$ cat config.mk
export PLATFORM = sky130hd
export DESIGN_NAME = apb_reg_ctrl_flat
export DESIGN_NICKNAME = d
export VERILOG_FILES = /design/src/rtl/apb_reg_ctrl_if.sv /design/src/rtl/apb_reg_ctrl.sv /design/src/flat_wrapper.sv
export SDC_FILE = /design/constraint.sdc
export NUM_CORES = 1
export LEC_CHECK = 0
export ABC_AREA = 1
export BUFFER_PORTS_ARGS = -buffer_cell sky130_fd_sc_hd__clkbuf_2
export CAP_MARGIN = 30
export CORE_ASPECT_RATIO = 1.5
export CORE_MARGIN = 2
export CORE_UTILIZATION = 36
export CTS_CLUSTER_DIAMETER = 80
export CTS_CLUSTER_SIZE = 8
export DETAILED_ROUTE_END_ITERATION = 12
export PLACE_DENSITY = 0.77
export SLEW_MARGIN = 10
export SYNTH_ARGS = -nofsm -noshare
export SYNTH_HDL_FRONTEND = slang
export SYNTH_SLANG_ARGS = --single-unit
$ cat constraint.sdc
create_clock -name pclk -period 1.3 [get_ports pclk]
set_input_delay 0.26 -clock pclk [delete_from_list [all_inputs] [get_ports pclk]]
set_output_delay 0.26 -clock pclk [all_outputs]
set_load 0.03 [all_outputs]
$ cat src/rtl/apb_reg_ctrl_if.sv
// APB bus bundle between a master and the apb_reg_ctrl register slave.
interface apb_reg_ctrl_if #(
    parameter int ADDR_W = 8
);
    logic              psel;
    logic              penable;
    logic              pwrite;
    logic [ADDR_W-1:0] paddr;
    logic [31:0]       pwdata;
    logic [31:0]       prdata;
    logic              pready;
    logic              pslverr;

    modport master (
        output psel, penable, pwrite, paddr, pwdata,
        input  prdata, pready, pslverr
    );

    modport slave (
        input  psel, penable, pwrite, paddr, pwdata,
        output prdata, pready, pslverr
    );
endinterface

$ cat src/rtl/apb_reg_ctrl.sv
// APB slave front-end for NUM_REGS 32-bit registers: one-hot write strobes plus read-back mux.
// Define APB_REG_CTRL_PSLVERR_EN to answer unmapped/misaligned addresses with pslverr.
module apb_reg_ctrl #(
    parameter int NUM_REGS    = 4,
    parameter int ADDR_W      = 8,
    parameter int WAIT_CYCLES = 1
) (
    input  logic                    pclk,
    input  logic                    rst,
    apb_reg_ctrl_if.slave           apb,
    output logic [NUM_REGS-1:0]     wr_en,
    output logic [31:0]             wr_data,
    input  logic [NUM_REGS*32-1:0]  reg_rdata
);
    localparam int IDX_W = (NUM_REGS > 1) ? $clog2(NUM_REGS) : 1;
    localparam logic [ADDR_W-1:0] NUM_REGS_A = ADDR_W'(NUM_REGS);

    typedef enum logic {IDLE, ACCESS} state_t;

    state_t              state;
    logic [3:0]          cnt;
    logic [ADDR_W-1:0]   addr_p0;
    logic                write_p0;
    logic [31:0]         wdata_p0;
    logic                pready_q;
    logic [NUM_REGS-1:0] wr_en_q;
    logic [31:0]         rdata_sel;

    function automatic logic addr_hit(input logic [ADDR_W-1:0] a);
        return (a[1:0] == 2'b00) && ({2'b00, a[ADDR_W-1:2]} < NUM_REGS_A);
    endfunction

    function automatic logic [IDX_W-1:0] addr_idx(input logic [ADDR_W-1:0] a);
        logic [ADDR_W-1:0] word;
        word = a >> 2;
        return word[IDX_W-1:0];
    endfunction

    function automatic logic [NUM_REGS-1:0] wr_strobe(input logic [ADDR_W-1:0] a,
                                                      input logic          wr);
        logic [NUM_REGS-1:0] s;
        s = '0;
        if (wr && addr_hit(a)) begin
            for (int i = 0; i < NUM_REGS; i++) begin
                s[i] = (addr_idx(a) == IDX_W'(i));
            end
        end
        return s;
    endfunction

    // pready_q and wr_en_q are set on the edge that makes cnt reach zero in ACCESS,
    // so they always equal (state == ACCESS && cnt == 0) without any input decoding.
    always_ff @(posedge pclk) begin
        if (rst) begin
            state    <= IDLE;
            cnt      <= '0;
            addr_p0  <= '0;
            write_p0 <= 1'b0;
            wdata_p0 <= '0;
            pready_q <= 1'b0;
            wr_en_q  <= '0;
        end else begin
            case (state)
                IDLE: begin
                    if (apb.psel && !apb.penable) begin
                        addr_p0  <= apb.paddr;
                        write_p0 <= apb.pwrite;
                        wdata_p0 <= apb.pwdata;
                        cnt      <= 4'(WAIT_CYCLES);
                        state    <= ACCESS;
                        pready_q <= (WAIT_CYCLES == 0);
                        wr_en_q  <= (WAIT_CYCLES == 0) ? wr_strobe(apb.paddr, apb.pwrite) : '0;
                    end
                end
                ACCESS: begin
                    if (!apb.psel) begin
                        state    <= IDLE;
                        cnt      <= '0;
                        pready_q <= 1'b0;
                        wr_en_q  <= '0;
                    end else if (cnt != 4'd0) begin
                        cnt      <= cnt - 4'd1;
                        pready_q <= (cnt == 4'd1);
                        wr_en_q  <= (cnt == 4'd1) ? wr_strobe(addr_p0, write_p0) : '0;
                    end else if (apb.penable) begin
                        state    <= IDLE;
                        pready_q <= 1'b0;
                        wr_en_q  <= '0;
                    end
                end
                default: begin
                    state    <= IDLE;
                    pready_q <= 1'b0;
                    wr_en_q  <= '0;
                end
            endcase
        end
    end

    always_comb begin
        rdata_sel = '0;
        for (int i = 0; i < NUM_REGS; i++) begin
            if (addr_idx(addr_p0) == IDX_W'(i)) begin
                rdata_sel = reg_rdata[i*32 +: 32];
            end
        end
    end

    assign apb.prdata = (pready_q && !write_p0 && addr_hit(addr_p0)) ? rdata_sel : '0;
    assign apb.pready = pready_q;
    assign wr_en      = wr_en_q;
    assign wr_data    = wdata_p0;

`ifdef APB_REG_CTRL_PSLVERR_EN
    assign apb.pslverr = pready_q && !addr_hit(addr_p0);
`else
    assign apb.pslverr = 1'b0;
`endif

endmodule

$ cat src/flat_wrapper.sv
// flat-port wrapper written by rule: the top's interface ports become plain ports
module apb_reg_ctrl_flat 
#(
    parameter int NUM_REGS    = 4,
    parameter int ADDR_W      = 8,
    parameter int WAIT_CYCLES = 1
)
  (pclk, rst, wr_en, wr_data, reg_rdata, apb_psel, apb_penable, apb_pwrite, apb_paddr, apb_pwdata, apb_prdata, apb_pready, apb_pslverr);
  apb_reg_ctrl_if #(.ADDR_W(ADDR_W)) apb_i ();
  input  logic pclk;
  input  logic rst;
  output logic [NUM_REGS-1:0] wr_en;
  output logic [31:0] wr_data;
  input  logic [NUM_REGS*32-1:0] reg_rdata;
  input wire logic [$bits(apb_i.psel)-1:0] apb_psel;
  input wire logic [$bits(apb_i.penable)-1:0] apb_penable;
  input wire logic [$bits(apb_i.pwrite)-1:0] apb_pwrite;
  input wire logic [$bits(apb_i.paddr)-1:0] apb_paddr;
  input wire logic [$bits(apb_i.pwdata)-1:0] apb_pwdata;
  output wire logic [$bits(apb_i.prdata)-1:0] apb_prdata;
  output wire logic [$bits(apb_i.pready)-1:0] apb_pready;
  output wire logic [$bits(apb_i.pslverr)-1:0] apb_pslverr;
  assign apb_i.psel = apb_psel;
  assign apb_i.penable = apb_penable;
  assign apb_i.pwrite = apb_pwrite;
  assign apb_i.paddr = apb_paddr;
  assign apb_i.pwdata = apb_pwdata;
  assign apb_prdata = apb_i.prdata;
  assign apb_pready = apb_i.pready;
  assign apb_pslverr = apb_i.pslverr;
  apb_reg_ctrl #(.NUM_REGS(NUM_REGS), .ADDR_W(ADDR_W), .WAIT_CYCLES(WAIT_CYCLES)) u_core (.pclk(pclk), .rst(rst), .apb(apb_i), .wr_en(wr_en), .wr_data(wr_data), .reg_rdata(reg_rdata));
endmodule
* After elaboration in Yosys (flattened, before gate mapping) *
Cells that the tools add are included.

storage, ports and cells
  logic and storage cells = 56
  output and inout bits = 70
  bits in registers = 51
  bits of input ports = 173

operators by class
  order comparisons = 1
  equal/unequal tests = 7
  reduce and logical (&&, ||, !) cells = 13
  multiplexer cells = 26
  add/sub/neg operators = 1
  bitwise operators = 1

operator list
  cell                 count
  $mux 32              5
  $mux 4               9
  $pmux 4 s2           2
  $mux 1               8
  $lt 6x3->1 const B   1
  $reduce_and 2->1     3
  $logic_and 1x1->1    5
  $eq 2x2->1 const B   2
  $eq 4x1->1 const B   1
  $logic_not 2->1      2
  $ne 4x4->1 const B   1
  $pmux 1 s2           2
  $reduce_bool 4->1    1
  $sub 4x1->4 const B  1
  $ne 3x3->1 const B   1
  $eq 2x1->1 const B   1
  $logic_not 1->1      2
  $ne 2x1->1 const B   1
  $not 1->1            1

* Longest topological paths before layout *
  word-level depth = 8
  gate-level depth with buffers = 8
  mapped depth without buffers = 8

* Worst setup path after synthesis *
Ideal clock, no wire load.

  kind = register to output
  from = register u_core.pready_q, in the netlist u_core.apb.pready
  to = output port apb_prdata[5]
  required time = 1.040 ns
  path buffers = 0
  setup slack = -0.569 ns
  stages on the path, launching flop included = 5
  arrival = 1.609 ns
  cell sequence = dfxtp_1 -> inv_1 -> nor2_1 -> nand2_1 -> nor3_1

on the way
  cells in the longest elaborated chain, start to end = 3

ends and longest elaborated chain
  item                            line                 RTL
  start, declared                 apb_reg_ctrl.sv:25   logic pready_q;
  start signal, assigned          apb_reg_ctrl.sv:71   pready_q <= (WAIT_CYCLES == 0);
  start signal, assigned          apb_reg_ctrl.sv:83   pready_q <= (cnt == 4'd1);
  $logic_and 1x1->1 (2 in a row)  apb_reg_ctrl.sv:109  assign apb.prdata = (pready_q && !write_p0 && addr_hit(addr_p0)) ? rdata_sel : '0;
  $mux 32                         apb_reg_ctrl.sv:109
  end, declared                   flat_wrapper.sv:20   output wire logic [$bits(apb_i.prdata)-1:0] apb_prdata;

Every way passes these cells.

* Worst setup path in the final report *
  from = register u_core.addr_p0[2]
  to = output port apb_prdata[17]

on the way
  cells in the longest elaborated chain, start to end = 6

ends and longest elaborated chain
  item                                                                line                 RTL
  start, declared                                                     apb_reg_ctrl.sv:22   logic [ADDR_W-1:0] addr_p0;
  start signal, assigned                                              apb_reg_ctrl.sv:66   addr_p0 <= apb.paddr;
  parallel branches: the longest is 5 deep, another holds $lt 6x3->1  n/a
  $mux 32 (*)                                                         apb_reg_ctrl.sv:109

Mark *: on every way between the ends.

==> impl_metrics.env <==
export IMPL_crit_top_cell="o21ai_0"
export IMPL_final_hold_violation_count=0
export IMPL_grt_antenna_before_repair=1
export IMPL_path_delay_family="compound AO/OA/AOI/OAI gates"
export IMPL_reg2reg_depth=7
export IMPL_synth_top_flop_cell="dfxtp_1"
export IMPL_slowest_delay_ns=0.40
export IMPL_cp_startpoint="u_core.addr_p0[2]$_SDFFE_PP0P_"
export IMPL_rsz0062_at_grt="true"
export IMPL_layout_drive_gt1_share_pct=52.3
export IMPL_startpoint_type="flip-flop"
export IMPL_ios=243
export IMPL_r2r_setup_slack_ns=-0.11
export IMPL_root_buffer="clkbuf_16"
export IMPL_dieArea_sq_um=9350
export IMPL_grt_pass1_wl_um=20800
export IMPL_cts_buffers=5
export IMPL_crit_chain="inv_6 > nand2_4 > o21ai_0 > o21ai_0 > nand2_2 > nor2_4 > buf_8"
export IMPL_yosys_warnings=0
export IMPL_drt_iter0_drc=190
export IMPL_max_freq_ghz=0.503
export IMPL_maxSlewViolCount=0
export IMPL_crit_end="apb_prdata[17]"
export IMPL_setup_violations=39
export IMPL_nets=939
export IMPL_yosysUniqueCellTypes=24
export IMPL_fin_crit_sh_pct=153
export IMPL_cp_data_required_time_ns=1.04
export IMPL_cts_tree="built"
export IMPL_synth_area_sq_um=3090
export IMPL_gr_usage_all_layers_pct=28.0
export IMPL_syn_avg_cell_area_sq_um=6.16
export IMPL_finClkSkew_ns=0.00579
export IMPL_die_y_um=117
export IMPL_synth_top_area_cell="dfxtp_1"
export IMPL_clk_insertion_delay_late_ns=0.29
export IMPL_drt_pass1_iter_count=5
export IMPL_cp_slowest_cell="dfxtp_4"
export IMPL_cp_depth=7
export IMPL_cts_clk_slew_worst_paths_ns=0.07
export IMPL_synthTopCellsByArea="dfxtp_1 33%, nand2_1 13%, nand3_1 10%, o21ai_0 9.9%, a21oi_1 9.7%"
export IMPL_cp_arrival_ns=1.73
export IMPL_maxCapViolations=0
export IMPL_status="finished, violations left"
export IMPL_synth_cells=501
export IMPL_htree_levels=2
export IMPL_synth_edf_count=0
export IMPL_ff_latch_area_sq_um=1040
export IMPL_routed_wl_um=13900
export IMPL_hpwlAfterDp_um=9770
export IMPL_cp_end_kind="primary output"
export IMPL_start_util_pct=36.9
export IMPL_num_vias=4573
export IMPL_globalplace_congestion=0.897
export IMPL_route_detailed_drc=0
export IMPL_clockBufferDepth=2
export IMPL_port_buffers=241
export IMPL_setup_ws_ns=-0.686
export IMPL_crit_fanout=8
export IMPL_crit_type="reg -> out"
export IMPL_antenna_left=0
export IMPL_gr_usage_met3_pct=10.8
export IMPL_use_met2_pct=48.9
export IMPL_power_leakage_nw=2.74
export IMPL_fin_crit_ns=1.99
export IMPL_synthArstFlopShare_pct=0
export IMPL_post_route_util_pct=69.5
export IMPL_wl_per_cell_um=15.9
export IMPL_synth_fp_nets=676
export IMPL_power_per_cell_area_nw_per_um2=791
export IMPL_ys_ff_latch=51
export IMPL_filler_cell_count=660
export IMPL_hp_class="in -> reg"
export IMPL_timing_hold_ws_ns=0.212
export IMPL_grt_busiest_layer="met2"
export IMPL_synth_top_area_share_pct=33.1
export IMPL_area_delta_synth_final_pct=88.4
export IMPL_core_area_sq_um=8360
export IMPL_multi_input_area_sq_um=2250
export IMPL_via_per_inst=5.24
export IMPL_row_count=41
export IMPL_grt_pass1_vias=4520
export IMPL_ys_seq_area_share_pct=33.1
export IMPL_finalPower_mw=4.60
export IMPL_die_w_um=79.6
export IMPL_r2r_start="u_core.cnt[1]$_SDFFE_PP0P_"
export IMPL_cts_sinks=51
export IMPL_ir_drop_mv=0.814
export IMPL_r2r_end="u_core.cnt[0]$_SDFFE_PP0P_"
export IMPL_violations="setup timing"
export IMPL_met1_usage_pct=27.9
export IMPL_overflow=0
export IMPL_grt_max_degree=45
export IMPL_cp_num_buf_inv=2
## sequential cells by signal, summed over array words and instances, names as in the netlist
register	count
u_core.addr_p0	8
u_core.wr_data	32
u_core.cnt	4
u_core.wr_en	4
u_core.state	1
u_core.write_p0	1
u_core.apb.pready	1
## repair_timing
| item | 4_1_cts | 5_1_grt |
|---|---|---|
| hold endpoints to repair | 0 | 0 |
| cloned | 2 | 2 |
| setup endpoints to repair | 41 | 41 |
| pin swaps | 11 | 24 |
| hold buffers | 0 | 0 |
| resized for setup | 79 | 56 |
| buffers inserted | 3 | 4 |
## cell type report
cell class                      instances  share of cell area, %
Multi-Input combinational cell        380                   38.8
Timing Repair Buffer                  288                   35.3
Sequential cell                        51                   17.8
Clock buffer                            7                   2.65
Inverter                               38                   2.62
Tap cell                              107                   2.30
Clock inverter                          1                  0.516
Antenna cell                            1                 0.0430
## per-stage QoR
step / instances / TNS, ns / instance area, sq um / setup WS [ns]
after floorplan: 501 / -3.48 / 3530 / -0.140
after global placement: 853 / -8.80 / 5020 / -0.336
after detailed placement: 853 / -9.68 / 5020 / -0.360
after CTS: 866 / -19.47 / 5600 / -0.651
after global routing: 872 / -22.11 / 5810 / -0.735
final: 873 / -18.16 / 5820 / -0.686
## cells in the final DEF, fill, tap and decap left out, drive strengths merged
cell type  count
ha             2
nand2        106
o21ai         75
dfxtp         51
conb           1
clkbuf       227
buf           68
nor2          58
nand4          4
nand3         63
bufinv         1
a21oi         60
nor3           7
inv           38
diode          1
or2            4
## synthesized netlist by cell type (all sizes together), types with 2 or more instances
cell type    n
inv         38
o21ai       75
a21oi       60
nand3       63
or2          4
ha           2
nor2        58
nand2      105
clkbuf      14
dfxtp       51
nor3         7
buf         19
nand4        4
## per-layer routing
metal,vias to the layer above,part of all wire [%]
li1,2182,-
met1,2048,33
met2,283,51
met3,60,12
met4,0,4.5
met5,-,0
## worst register-to-register path: cells and delay by family (launching register included)
family / cells / cell delay (ns)
adders and majority gates: 1 / 0.16
and+or+nand+nor: 2 / 0.32
DFF: 1 / 0.32
buffers and inverters: 3 / 0.43
AOI/OAI and AO/OA: 1 / 0.05
## where the power goes
part	switching [mW]	leakage (nW)	total (mW)	internal [mW]
Combinational	0.783	2.23	1.34	0.555
Clock	0.558	0.0893	1.58	1.03
Sequential	0.0463	0.421	1.68	1.63
## worst min path at each step
stage                                    start                               to  slack (ns)  cells past startpoint
2_1_floorplan                     apb_paddr[7]   u_core.addr_p0[7]$_SDFFE_PP0P_        0.42                      2
3_3_place_gp   u_core.wr_data[21]$_SDFFE_PP0P_  u_core.wr_data[21]$_SDFFE_PP0P_        0.45                      2
6_report                        apb_pwdata[17]  u_core.wr_data[17]$_SDFFE_PP0P_        0.21                      3
4_1_cts                           apb_paddr[1]   u_core.addr_p0[1]$_SDFFE_PP0P_        0.21                      3
5_1_grt                           apb_paddr[5]   u_core.addr_p0[5]$_SDFFE_PP0P_        0.23                      3
3_5_place_dp   u_core.wr_data[13]$_SDFFE_PP0P_  u_core.wr_data[13]$_SDFFE_PP0P_        0.45                      2
## cell families after synthesis
| kind of cell | share of synthesized area [%] |
|---|---|
| simple gates | 33.9 |
| compound gates | 21.9 |
| buf+inv | 10.2 |
| flops | 33.1 |
| fa+ha+maj | 0.811 |
| other cells | 0.121 |
Note: power is estimated with default switching activity, not from simulation.
